## src/rtl/pc_audio_mixer.sv

```systemverilog
// Mixes the PC speaker bit, Tandy 8-bit level and OPL2 sample into one signed
// 16-bit PCM stream, one sample per SAMPLE_DIV clocks, with a 3-stage pipeline.
module pc_audio_mixer #(
    parameter logic        [15:0] SAMPLE_DIV = 16'd298,
    parameter logic signed [15:0] SPK_LEVEL  = 16'sd8192
) (
    input  logic        clock,
    input  logic        reset_n,
    input  logic        speaker_in,
    input  logic [7:0]  tandy_in,
    input  logic [15:0] opl2_in,
    input  logic [1:0]  spk_vol,
    input  logic [1:0]  tandy_vol,
    input  logic [1:0]  opl2_vol,
    output logic [15:0] sample_out,
    output logic        sample_valid
);

    function automatic logic signed [15:0] vol_scale(input logic signed [15:0] v,
                                                     input logic [1:0] vol);
        case (vol)
            2'd0:    vol_scale = 16'sd0;
            2'd1:    vol_scale = v >>> 2;
            2'd2:    vol_scale = v >>> 1;
            default: vol_scale = v;
        endcase
    endfunction

    logic               r_s1, r_s2;
    logic signed [15:0] r_y;
    logic        [15:0] r_cnt;
    logic signed [15:0] r_spk_t, r_tan_t, r_opl_t;
    logic signed [17:0] r_sum;
    logic        [1:0]  r_vld_pipe;

    logic signed [15:0] w_x;
    logic signed [16:0] w_diff;
    logic signed [16:0] w_step;
    logic signed [8:0]  w_tan_c;
    logic signed [15:0] w_tan;
    logic               w_tick;

    // One-pole low-pass: 17-bit difference keeps the full +/-2*SPK_LEVEL swing.
    assign w_x     = r_s2 ? SPK_LEVEL : -SPK_LEVEL;
    assign w_diff  = {w_x[15], w_x} - {r_y[15], r_y};
    assign w_step  = w_diff >>> 4;

    assign w_tan_c = $signed({1'b0, tandy_in}) - 9'sd128;
    assign w_tan   = {w_tan_c[8], w_tan_c, 6'b0};

    assign w_tick  = (r_cnt == SAMPLE_DIV - 16'd1);

    always_ff @(posedge clock) begin
        if (!reset_n) begin
            r_s1 <= 1'b0;
            r_s2 <= 1'b0;
            r_y  <= '0;
        end else begin
            r_s1 <= speaker_in;
            r_s2 <= r_s1;
            r_y  <= r_y + w_step[15:0];
        end
    end

    always_ff @(posedge clock) begin
        if (!reset_n)
            r_cnt <= '0;
        else if (w_tick)
            r_cnt <= '0;
        else
            r_cnt <= r_cnt + 16'd1;
    end

    always_ff @(posedge clock) begin
        if (!reset_n) begin
            r_spk_t      <= '0;
            r_tan_t      <= '0;
            r_opl_t      <= '0;
            r_sum        <= '0;
            r_vld_pipe   <= '0;
            sample_out   <= '0;
            sample_valid <= 1'b0;
        end else begin
            r_vld_pipe   <= {r_vld_pipe[0], w_tick};
            sample_valid <= r_vld_pipe[1];
            if (w_tick) begin
                r_spk_t <= vol_scale(r_y, spk_vol);
                r_tan_t <= vol_scale(w_tan, tandy_vol);
                r_opl_t <= vol_scale($signed(opl2_in), opl2_vol);
            end
            if (r_vld_pipe[0])
                r_sum <= {{2{r_spk_t[15]}}, r_spk_t} + {{2{r_tan_t[15]}}, r_tan_t}
                       + {{2{r_opl_t[15]}}, r_opl_t};
            if (r_vld_pipe[1]) begin
                if (r_sum > 18'sd32767)
                    sample_out <= 16'h7FFF;
                else if (r_sum < -18'sd32768)
                    sample_out <= 16'h8000;
                else
                    sample_out <= r_sum[15:0];
            end
        end
    end

endmodule

```

## config.mk

```make
export PLATFORM = sky130hd
export DESIGN_NAME = pc_audio_mixer
export DESIGN_NICKNAME = d
export VERILOG_FILES = /design/src/rtl/pc_audio_mixer.sv
export SDC_FILE = /design/constraint.sdc
export NUM_CORES = 1
export LEC_CHECK = 0
export CAP_MARGIN = 0
export CORE_MARGIN = 2
export CORE_UTILIZATION = 39
export DETAILED_ROUTE_END_ITERATION = 12
export DONT_BUFFER_PORTS = 1
export PLACE_DENSITY = 0.58
export SLEW_MARGIN = 20
export SYNTH_ARGS = -nofsm -noshare
export SYNTH_HDL_FRONTEND = slang
export SYNTH_SLANG_ARGS = --single-unit
```

## constraint.sdc

```tcl
create_clock -name clock -period 3.4 [get_ports clock]
set_input_delay 0.68 -clock clock [delete_from_list [all_inputs] [get_ports clock]]
set_output_delay 0.68 -clock clock [all_outputs]
set_load 0.01 [all_outputs]
```

; ---- Word level (Yosys, flattened, before mapping)
; Index checks and enable logic that the tools add are counted.
[totals]
reg_bits = 119
in_bits = 33
elab_cells = 37
[classes]
addsub = 6
order_cmp = 2
n_eq_ne = 7
muxes = 6
bitwise_logic = 1
reduce_logical = 4
[op_table]
columns = op, n
row1 = $pmux W16 S3, 3
row2 = $mux W16, 3
row3 = $add A17 B16 Y18, 1
row4 = $gt A18 B16 Y1 const B, 1
row5 = $lt A18 B16 Y1 const B, 1
row6 = $add A16 B16 Y17, 1
row7 = $sub A16 B16 Y17, 1
row8 = $add A16 B1 Y16 const B, 1
row9 = $add A16 B16 Y16, 1
row10 = $eq A16 B9 Y1 const B, 1
row11 = $sub A8 B8 Y9 const B, 1
row12 = $eq A2 B1 Y1 const B, 3
row13 = $eq A2 B2 Y1 const B, 3
row14 = $logic_not A2 Y1, 3
row15 = $reduce_or A2 Y1, 1
row16 = $not A1 Y1, 1

; ---- Depth between registers and ports, before layout
; Gate-level depths: netlist (run 1).
[depth]
word_depth = 3
mapped_depth = 13

; ---- Worst setup path before layout (run 1)
; OpenSTA, ideal clock, no wires.
[synth_path]
path_type = reg2reg
startpoint = reg r_y[3]
endpoint = reg r_y[15]
setup_time_ps = 67
arrival_ps = 2848
required_ps = 3333
path_slack_ps = 484
stages_incl_launch_ff = 14
synth_period_minus_slack_ps = 2916
cell_sequence = dfxtp_1 nor4_4 nand3_4 nor4_1 nor2b_1 xnor2_1 ha_1 nand2_1 nor4_1 nand2_1 a31oi_1 o2111ai_1 a21o_1 a21oi_2
[synth_between]
elab_chain_cells = 2
[synth_rtl]
columns = item, line_no
row1 = "start, declared", 30  ; logic signed [15:0] r_y;
row2 = "start signal, assigned", 61  ; r_y <= r_y + w_step[15:0];
row3 = $sub A16 B16 Y17, 45  ; assign w_diff = {w_x[15], w_x} - {r_y[15], r_y};
row4 = $add A16 B16 Y16 *, 61
; Mark *: on every way between the ends. The rest lies on a longest branch, timed or not.
; A chain may end at the register's enable or synchronous reset.

; ---- Worst setup path in the final report (run 1)
[layout_path]
startpoint = reg r_y[1]
endpoint = reg r_y[15]
; Same word-level chain as after synthesis.

==> results.json, run 1 <==
{
  "status": "finished, final reports clean",
  "place_area_mm2": 0.00668,
  "worstHoldPathType": "in2reg",
  "first_global_vias": 5052,
  "ys_types": 55,
  "cts_buffers": 17,
  "grt_usage_pct": 16.8,
  "cts_tree": "yes",
  "detail-route-antenna-nets": 0,
  "r2r_slack_ns": 0.24,
  "hold_buffers": 0,
  "wl_per_cell_um": 14.9,
  "io_buffer_count": 0,
  "drc": 0,
  "die-area_mm2": 0.0178,
  "crit_chain": "nor4_4 > buf_4 > nand3_4 > buf_4 > o31a_1 > nor2_1 > ha_1 > a2111oi_1 > o21ai_0 > nand2_1 > a31oi_1 > o2111ai_1 > a21o_1 > a21oi_2",
  "hpwl_mm": 10.6,
  "slew_viol_final": 0,
  "core.rowCount": 47,
  "p_clk_share_pct": 37.0,
  "ioPinCount": 50,
  "worstSkewPairLatency_ns": 0.42,
  "nets": 820,
  "ys.flop_type": "dfxtp_1",
  "cts.clk_slew.worst_paths_ns": 0.05,
  "synth_common_cells": "dfxtp_1, nor2_1, a21oi_1, ha_1, o21ai_0",
  "post-place-ws_ns": 0.212,
  "cp-end-kind": "flop",
  "yosysWarningCount": 0,
  "power.leakage_nw": 2.89,
  "via_per_inst": 5.38,
  "layout_setup_ws_ns": 0.237,
  "critical_path.startpoint_type": "flop",
  "clock_sinks": 113,
  "synth_top_cell_by_area": "dfxtp_1",
  "synth-async-reset-ratio_pct": 0,
  "crit_slowest_cell": "a2111oi_1",
  "clock_path_buffers": 2,
  "arrival_ns": 3.42,
  "crit_fanout": 5,
  "relSlewSlack_pct": 31.0,
  "path_depth": 14,
  "switchingPower_mw": 1.73,
  "final_area_mm2": 0.00735,
  "grt_start_max_net_pins": 63,
  "whs_ns": 0.388,
  "dr_total_vias": 5187,
  "gr-total-overflow": 0,
  "firstDrtPassIters": 6,
  "r2r_cells": 14,
  "p_per_area_mw_per_mm2": 723,
  "peakVddDrop_uv": 548,
  "critPathKind": "reg2reg",
  "fin_crit_sh_pct": 93.0,
  "critPathTopFamily": "compound AO/OA/AOI/OAI gates",
  "die_height_um": 133,
  "wl_mm": 14.4,
  "synth_most_common_cell": "dfxtp_1",
  "synth_top_area_share_pct": 34.7,
  "antenna_found_initial": 0,
  "netlist_area_mm2": 0.00652,
  "p_comb_share_pct": 33.0,
  "root_buffer": "clkbuf_16",
  "finalSetupViolCount": 0,
  "period_minus_slack_ns": 3.16,
  "core-area_mm2": 0.0165,
  "drv_cap": 0,
  "synth-seq-cells": 113,
  "swShare_pct": 32.5,
  "synth_cells": 749,
  "clock_skew_ns": 0.00710,
  "path_buf_inv": 2,
  "layout-area-overhead-vs-synth_pct": 12.7,
  "gp_congestion": 0.864,
  "cp.required_ns": 3.66,
  "timing.critical_path.slowest_cell_delay_ns": 0.41,
  "synth_nets": 836,
  "yosys-top-cells-area": "dfxtp_1, ha_1, nor2_1",
  "diodes": 0,
  "grt_pass1_wl_mm": 24.1,
  "synth_edf_count": 0,
  "worst_pin_slew_ns": 1.03,
  "hold_viol_final": 0,
  "start_util_pct": 39.6,
  "path_common_cell": "buf_4",
  "synth_area_per_cell_um2": 8.71,
  "drt_iter0_drc": 300,
  "yosysSeqAreaShare_pct": 34.7,
  "power_mw": 5.31,
  "h-tree-depth": 4,
  "die_w_um": 133,
  "fmax_mhz": 316,
  "pwr-share-seq_pct": 30.0,
  "drive_gt1_share_pct": 8.32,
  "p_int_mw": 3.58,
  "hold_path_depth": 2
}
-- cell type report --
| class | count | area (µm²) |
|---|---|---|
| flip-flops and latches | 113 | 2260 |
| multi-input cells | 575 | 4040 |
| well taps | 220 | 275 |
| repair buffers | 7 | 52.6 |
| inverters | 19 | 71.3 |
| clock buffers | 22 | 474 |
| clock inverters | 9 | 178 |
| fillers | 1621 | 9120 |
-- what timing repair did --
action / in CTS / in global routing
resized for setup: 0 / 3
buffers inserted: 0 / 1
setup endpoints to repair: 0 / 3
-- state kept, by name, summed over array words and instances (netlist names) --
signal and count:
r_cnt 16, r_sum 18, sample_valid 1, r_y 16
r_tan_t 10, sample_out 16, r_vld_pipe 2, r_s1 1
r_spk_t 16, r_opl_t 16, r_s2 1
-- worst paths after layout --
kind         startpoint      end
max              r_y[1]  r_y[15]
min             reset_n   r_y[4]
max reg2reg      r_y[1]  r_y[15]
min reg2reg        r_s1     r_s2
-- power by group through the flow --
| stage | combinational [mW] | clock (mW) | sequential, mW |
|---|---|---|---|
| after global placement | 1.64 | 0 | 1.61 |
| after detailed placement | 1.70 | 0 | 1.61 |
| after CTS | 1.72 | 2.00 | 1.59 |
| after floorplan | 1.47 | 0 | 1.55 |
| final | 1.75 | 1.97 | 1.59 |
| after global routing | 1.95 | 2.05 | 1.61 |
-- metrics by stage --
| stage | util [%] | setup TNS (ns) | instances |
|---|---|---|---|
| final | 44.6 | 0 | 965 |
| after global placement | 40.6 | 0 | 933 |
| after floorplan | - | 0 | 749 |
| after detailed placement | 40.6 | 0 | 933 |
| after global routing | 44.6 | -0.00203 | 965 |
| after CTS | 44.5 | 0 | 964 |
-- per-layer routing --
| layer | global-route usage, % | share of wire [%] |
|---|---|---|
| met2 | 27.3 | 46 |
| met4 | 6.15 | 1.7 |
| met3 | 4.26 | 4.1 |
| met5 | 0 | 0 |
| met1 | 21.6 | 48 |
-- kinds of logic after synthesis --
logic type	synth area share, %
buffers and inverters	3.59
multiplexers	7.19
flip-flops	34.7
XOR/XNOR	6.56
adder cells (fa/ha/maj)	12.0
AO/OA/AOI/OAI	18.5
AND/OR/NAND/NOR	17.5
-- cells in the final DEF, fill, tap and decap left out, types with 6 or more instances in the layout --
cell type  instances
xor2_1            21
nand2b_1          20
nand2_1           29
mux2_2            15
nand3_1           11
ha_1              40
mux2i_1           30
xnor2_1           26
nor2b_1            7
a21oi_1           76
fa_1              14
nand4_1           10
dfxtp_1          113
and2_1             6
inv_1             18
nor3_1            22
a21o_1             8
a211oi_1          27
o21ai_0           40
a221oi_1          14
buf_4              7
nor2_1           105
clkbuf_16         17
Power figures use the tool's default switching activity.
==> inputs of run 2 (changes only) <==
--- a/config.mk
+++ b/config.mk
@@ -5,6 +5,7 @@
 export SDC_FILE = /design/constraint.sdc
 export NUM_CORES = 1
 export LEC_CHECK = 0
+export ABC_AREA = 1
 export CAP_MARGIN = 0
 export CORE_MARGIN = 2
 export CORE_UTILIZATION = 39
==> results.json, run 2 <==
{
  "yosys-top-cells-area": "dfxtp_1, nand2_1, a21oi_1",
  "drive_gt1_share_pct": 5.55,
  "cts_buffers": 17,
  "p_int_mw": 3.26,
  "synth-seq-cells": 113,
  "worstHoldEndpoint": "r_s1",
  "hold_path_depth": 2,
  "cp-end-kind": "flop",
  "core.rowCount": 47,
  "worstSkewPairLatency_ns": 0.43,
  "status": "finished, final reports clean",
  "fin_crit_sh_pct": 76.4,
  "crit_fanout": 7,
  "ioPinCount": 50,
  "p_clk_share_pct": 34.9,
  "synth_common_cells": "nand2_1, inv_1, dfxtp_1, a21oi_1, nor2_1",
  "hold_buffers": 0,
  "firstDrtPassIters": 5,
  "final_common_cell": "nand2_1",
  "min_from": "speaker_in",
  "fmax_mhz": 385,
  "whs_ns": 0.360,
  "io_buffer_count": 0,
  "cts_setup_buffers": 0,
  "root_buffer": "clkbuf_16",
  "period_minus_slack_ns": 2.60,
  "die-area_mm2": 0.0182,
  "grt_usage_pct": 18.3,
  "drc": 0,
  "cts_tree": "yes",
  "hpwl_mm": 11.8,
  "via_per_inst": 5.04,
  "worst_pin_slew_ns": 0.832,
  "drv_cap": 0,
  "relSlewSlack_pct": 44.5,
  "gr-total-overflow": 0,
  "clock_skew_ns": 0.0163,
  "finalSetupViolCount": 0,
  "cp.required_ns": 3.71,
  "nets": 1047,
  "cts_resized": 0,
  "die_height_um": 135,
  "switchingPower_mw": 1.97,
  "clock_path_buffers": 2,
  "synth_cells": 963,
  "swShare_pct": 37.7,
  "gp_congestion": 0.847,
  "wl_mm": 15.8,
  "yosysSeqAreaShare_pct": 33.8,
  "rsz0062_at_grt": "false",
  "synth_top_area_share_pct": 33.8,
  "synth-async-reset-ratio_pct": 0,
  "largest_reg_flops": 18,
  "power.leakage_nw": 3.43,
  "synth_area_per_cell_um2": 6.96,
  "dr_total_vias": 6014,
  "arrival_ns": 2.91,
  "h-tree-depth": 4,
  "cts.clk_slew.worst_paths_ns": 0.06,
  "r2r_slack_ns": 0.80,
  "antenna_found_initial": 0,
  "layout_common_cells": "nand2_1, inv_1, dfxtp_1, a21oi_1, nor2_1",
  "synth_edf_count": 0,
  "drt_iter0_drc": 491,
  "diodes": 0,
  "hold_viol_final": 0,
  "clock_sinks": 113,
  "largest-register": "r_sum",
  "die_w_um": 135,
  "worstHoldPathType": "in2reg",
  "pwr-share-seq_pct": 29.4,
  "synth_most_common_cell": "nand2_1",
  "p_comb_share_pct": 35.7,
  "detail-route-antenna-nets": 0,
  "grt_pass1_wl_mm": 26.8,
  "wl_per_cell_um": 13.2,
  "grt_start_max_net_pins": 44,
  "ys.flop_type": "dfxtp_1",
  "reg2reg_to": "r_y[11]",
  "layout-area-overhead-vs-synth_pct": 12.0,
  "ys_types": 35,
  "critPathKind": "reg2reg",
  "first_global_vias": 5498,
  "slew_viol_final": 0,
  "critical_path.startpoint_type": "flop",
  "yosysWarningCount": 0,
  "rr_startpoint": "r_y[0]",
  "r2r_cells": 15,
  "p_per_area_mw_per_mm2": 698,
  "synth_top_cell_by_area": "dfxtp_1",
  "core-area_mm2": 0.0167,
  "setup_tns_ns": 0,
  "start_util_pct": 40.1,
  "synth_nets": 1050,
  "netlist_area_mm2": 0.00670,
  "peakVddDrop_uv": 509
}
==> run 2: changes by cell type after synthesis, sizes merged, moves of 15 or more <==
cell and change:
nand2b -20, xnor2 -26, inv +108, mux2i -30, o21ai +47, clkbuf -17, a21oi +29, nand2 +166
nand3 +34, o22ai +33, a211oi -27, mux2 -15
==> run 2: final cells by class <==
type / instances / area, µm²
fillers: 1758 / 9200
multi-input cells: 697 / 3850
flip-flops and latches: 113 / 2260
inverters: 128 / 480
clock buffers: 19 / 443
well taps: 220 / 275
clock inverters: 13 / 163
repair buffers: 3 / 22.5
==> run 2: cells by family (layout without fill, tap and decap cells) <==
group           after synthesis  count (layout)  share of synthesized area [%]
buf+inv                     153             163                           8.69
simple gates                379             379                           24.0
fa+ha+maj                    54              54                           11.7
xor+xnor                     12              12                           1.57
compound gates              252             252                           20.3
flops                       113             113                           33.8
==> run 2: critical path, cell delays in order (launching register included) <==
cell     delay (ns)
dfxtp_1        0.33
nor2_1         0.12
nand2_1        0.13
nor2_4         0.21
nand2_1        0.07
nor2_1         0.18
xor2_1         0.17
inv_1          0.06
ha_1           0.34
nand2_1        0.11
nor2_1         0.10
nand2_1        0.06
nand2_1        0.13
a21oi_1        0.10
or2_0          0.21
and2_1         0.17
==> run 2: worst max path at each step <==
stage / from / to / slack [ns] / depth (start not counted)
after global routing: r_y[14] / r_y[15] / 0.40 / 19
after detailed placement: r_y[0] / r_y[15] / 0.85 / 18
after floorplan: r_y[2] / r_y[15] / 1.12 / 18
after CTS: r_y[0] / r_y[11] / 0.80 / 15
after global placement: r_y[0] / r_y[15] / 0.87 / 18
final: r_y[0] / r_y[11] / 0.80 / 15
==> run 2: per-layer routing <==
| layer | up-vias | global-route usage, % | wire length, µm |
|---|---|---|---|
| met4 | 0 | 6.08 | 181 |
| met2 | 120 | 26.2 | 6650 |
| met3 | 20 | 4.62 | 669 |
| met1 | 2655 | 26.6 | 8290 |
| li1 | 3219 | - | - |
| met5 | - | 0 | 0 |
==> run 2: power groups by stage <==
stage                     registers (mW)  logic, mW  clock network (mW)
final                               1.54       1.87                1.83
after global routing                1.55       2.21                1.94
after CTS                           1.54       1.88                1.88
after detailed placement            1.57       1.86                   0
after global placement              1.57       1.87                   0
after floorplan                     1.53       1.52                   0
==> run 2: per-stage QoR <==
step                cell area (µm²)  util [%]  power (mW)  setup WS (ns)  std cells
floorplan                      6700         -        3.04           1.12        963
global placement               6900      41.3        3.44          0.868       1161
detailed placement             6900      41.3        3.43          0.850       1161
CTS                            7500      44.9        5.29          0.799       1193
global route                   7500      44.9        5.70          0.399       1193
finish                         7500      44.9        5.23          0.804       1193
==> inputs of run 3 (changes only) <==
==> constraint.sdc (replaced) <==
create_clock -name clock -period 2.6 [get_ports clock]
set_input_delay 0.52 -clock clock [delete_from_list [all_inputs] [get_ports clock]]
set_output_delay 0.52 -clock clock [all_outputs]
set_load 0.01 [all_outputs]
==> results.json, run 3 (synthesized netlist as in run 2, its figures left out) <==
{
  "final_common_cell": "nand2_1",
  "io_buffer_count": 0,
  "largest_reg_flops": 18,
  "crit_end": "r_y[12]",
  "hold_viol_final": 0,
  "gr-total-overflow": 0,
  "cp-end-kind": "flop",
  "p_per_area_mw_per_mm2": 952,
  "critical_path.startpoint_type": "flop",
  "cts.clk_slew.worst_paths_ns": 0.05,
  "clock_path_buffers": 2,
  "worst_pin_slew_ns": 0.718,
  "cts_buffers": 17,
  "die-area_mm2": 0.0182,
  "fin_crit_sh_pct": 92.9,
  "layout-area-overhead-vs-synth_pct": 16.0,
  "wl_mm": 16.3,
  "place_area_mm2": 0.00699,
  "drc": 0,
  "drive_gt1_share_pct": 9.60,
  "ioPinCount": 50,
  "detail-route-antenna-nets": 0,
  "worstSkewPairLatency_ns": 0.43,
  "crit_fanout": 5,
  "die_w_um": 135,
  "cp-startpoint": "r_y[5]",
  "fmax_mhz": 414,
  "grt_usage_pct": 18.6,
  "power.leakage_nw": 3.51,
  "path_buf_inv": 2,
  "firstDrtPassIters": 5,
  "hpwl_mm": 12.2,
  "nets": 1064,
  "slew_viol_final": 0,
  "first_global_vias": 5554,
  "crit_chain": "nor2_1 > nand2_1 > nor2_4 > nand3_2 > nor2_2 > nor2_2 > xnor2_1 > ha_1 > buf_4 > nand2_1 > inv_1 > a21oi_1 > nand3_1 > o21ai_0 > a21oi_1",
  "reg2reg_to": "r_y[12]",
  "critPathKind": "reg2reg",
  "diodes": 0,
  "start_util_pct": 40.1,
  "timing.critical_path.slowest_cell_delay_ns": 0.31,
  "clock_skew_ns": 0.0104,
  "h-tree-depth": 4,
  "min_from": "speaker_in",
  "wl_per_cell_um": 13.4,
  "core.rowCount": 47,
  "clock_sinks": 113,
  "dr_total_vias": 6031,
  "crit_slowest_cell": "dfxtp_1",
  "antenna_found_initial": 0,
  "die_height_um": 135,
  "layout_common_cells": "nand2_1, inv_1, dfxtp_1, a21oi_1, nor2_1",
  "via_per_inst": 4.98,
  "drv_cap": 0,
  "r2r_cells": 15,
  "largest-register": "r_sum",
  "path_depth": 15,
  "final_area_mm2": 0.00777,
  "finalSetupViolCount": 0,
  "grt_pass1_wl_mm": 27.2,
  "rr_startpoint": "r_y[5]",
  "relSlewSlack_pct": 51.9,
  "status": "finished, final reports clean",
  "cp.required_ns": 2.91,
  "r2r_slack_ns": 0.18,
  "worstHoldPathType": "in2reg",
  "critPathTopFamily": "simple AND/OR/NAND/NOR gates",
  "arrival_ns": 2.73,
  "gp_congestion": 0.855,
  "grt_start_max_net_pins": 41,
  "period_minus_slack_ns": 2.42,
  "power_mw": 7.40,
  "drt_iter0_drc": 420,
  "peakVddDrop_uv": 875,
  "core-area_mm2": 0.0167,
  "root_buffer": "clkbuf_16",
  "cts_tree": "yes"
}
[run 3: worst min path at each step]
stage | endpoint | slack (ns) | depth (start not counted)
global placement | r_s2 | 0.39 | 2
global route | r_s2 | 0.19 | 2
finish | r_s1 | 0.20 | 2
floorplan | r_s2 | 0.39 | 2
CTS | r_s1 | 0.19 | 2
detailed placement | r_s2 | 0.40 | 2
[run 3: repair_timing]
item	4_1_cts	5_1_grt
hold buffers	0	0
gates resized for setup	0	26
buffers inserted	0	4
endpoints found under the setup margin	0	8
[run 3: layer usage]
layer / GRT usage, % / wire, µm / share of wire [%]
met1: 27.0 / 8520 / 52
met2: 26.9 / 6850 / 42
met3: 4.65 / 654 / 4.0
met4: 5.90 / 234 / 1.4
met5: 0 / 0 / 0
[run 3: per-stage QoR]
stage | instances | hold slack (ns) | setup TNS (ns) | util (%) | setup WS [ns]
floorplan | 963 | 0.390 | 0 | - | 0.316
global placement | 1174 | 0.392 | 0 | 41.9 | 0.0676
finish | 1210 | 0.200 | 0 | 46.5 | 0.184
detailed placement | 1174 | 0.399 | 0 | 41.9 | 0.0526
CTS | 1206 | 0.187 | 0 | 45.6 | 0.0293
global route | 1210 | 0.191 | -0.0912 | 46.5 | -0.0826
[run 3: area by class of cell]
type	count	area (µm²)
clock buffers	19	433
clock inverters	13	186
fillers	1757	8930
inverters	128	480
multi-input cells	697	3980
flip-flops and latches	113	2270
well taps	220	275
repair buffers	20	150
[run 3: power by group]
part | switching [mW] | internal (mW) | total (mW)
Combinational | 1.77 | 1.17 | 2.94
Clock | 0.857 | 1.60 | 2.46
Sequential | 0.128 | 1.87 | 1.99
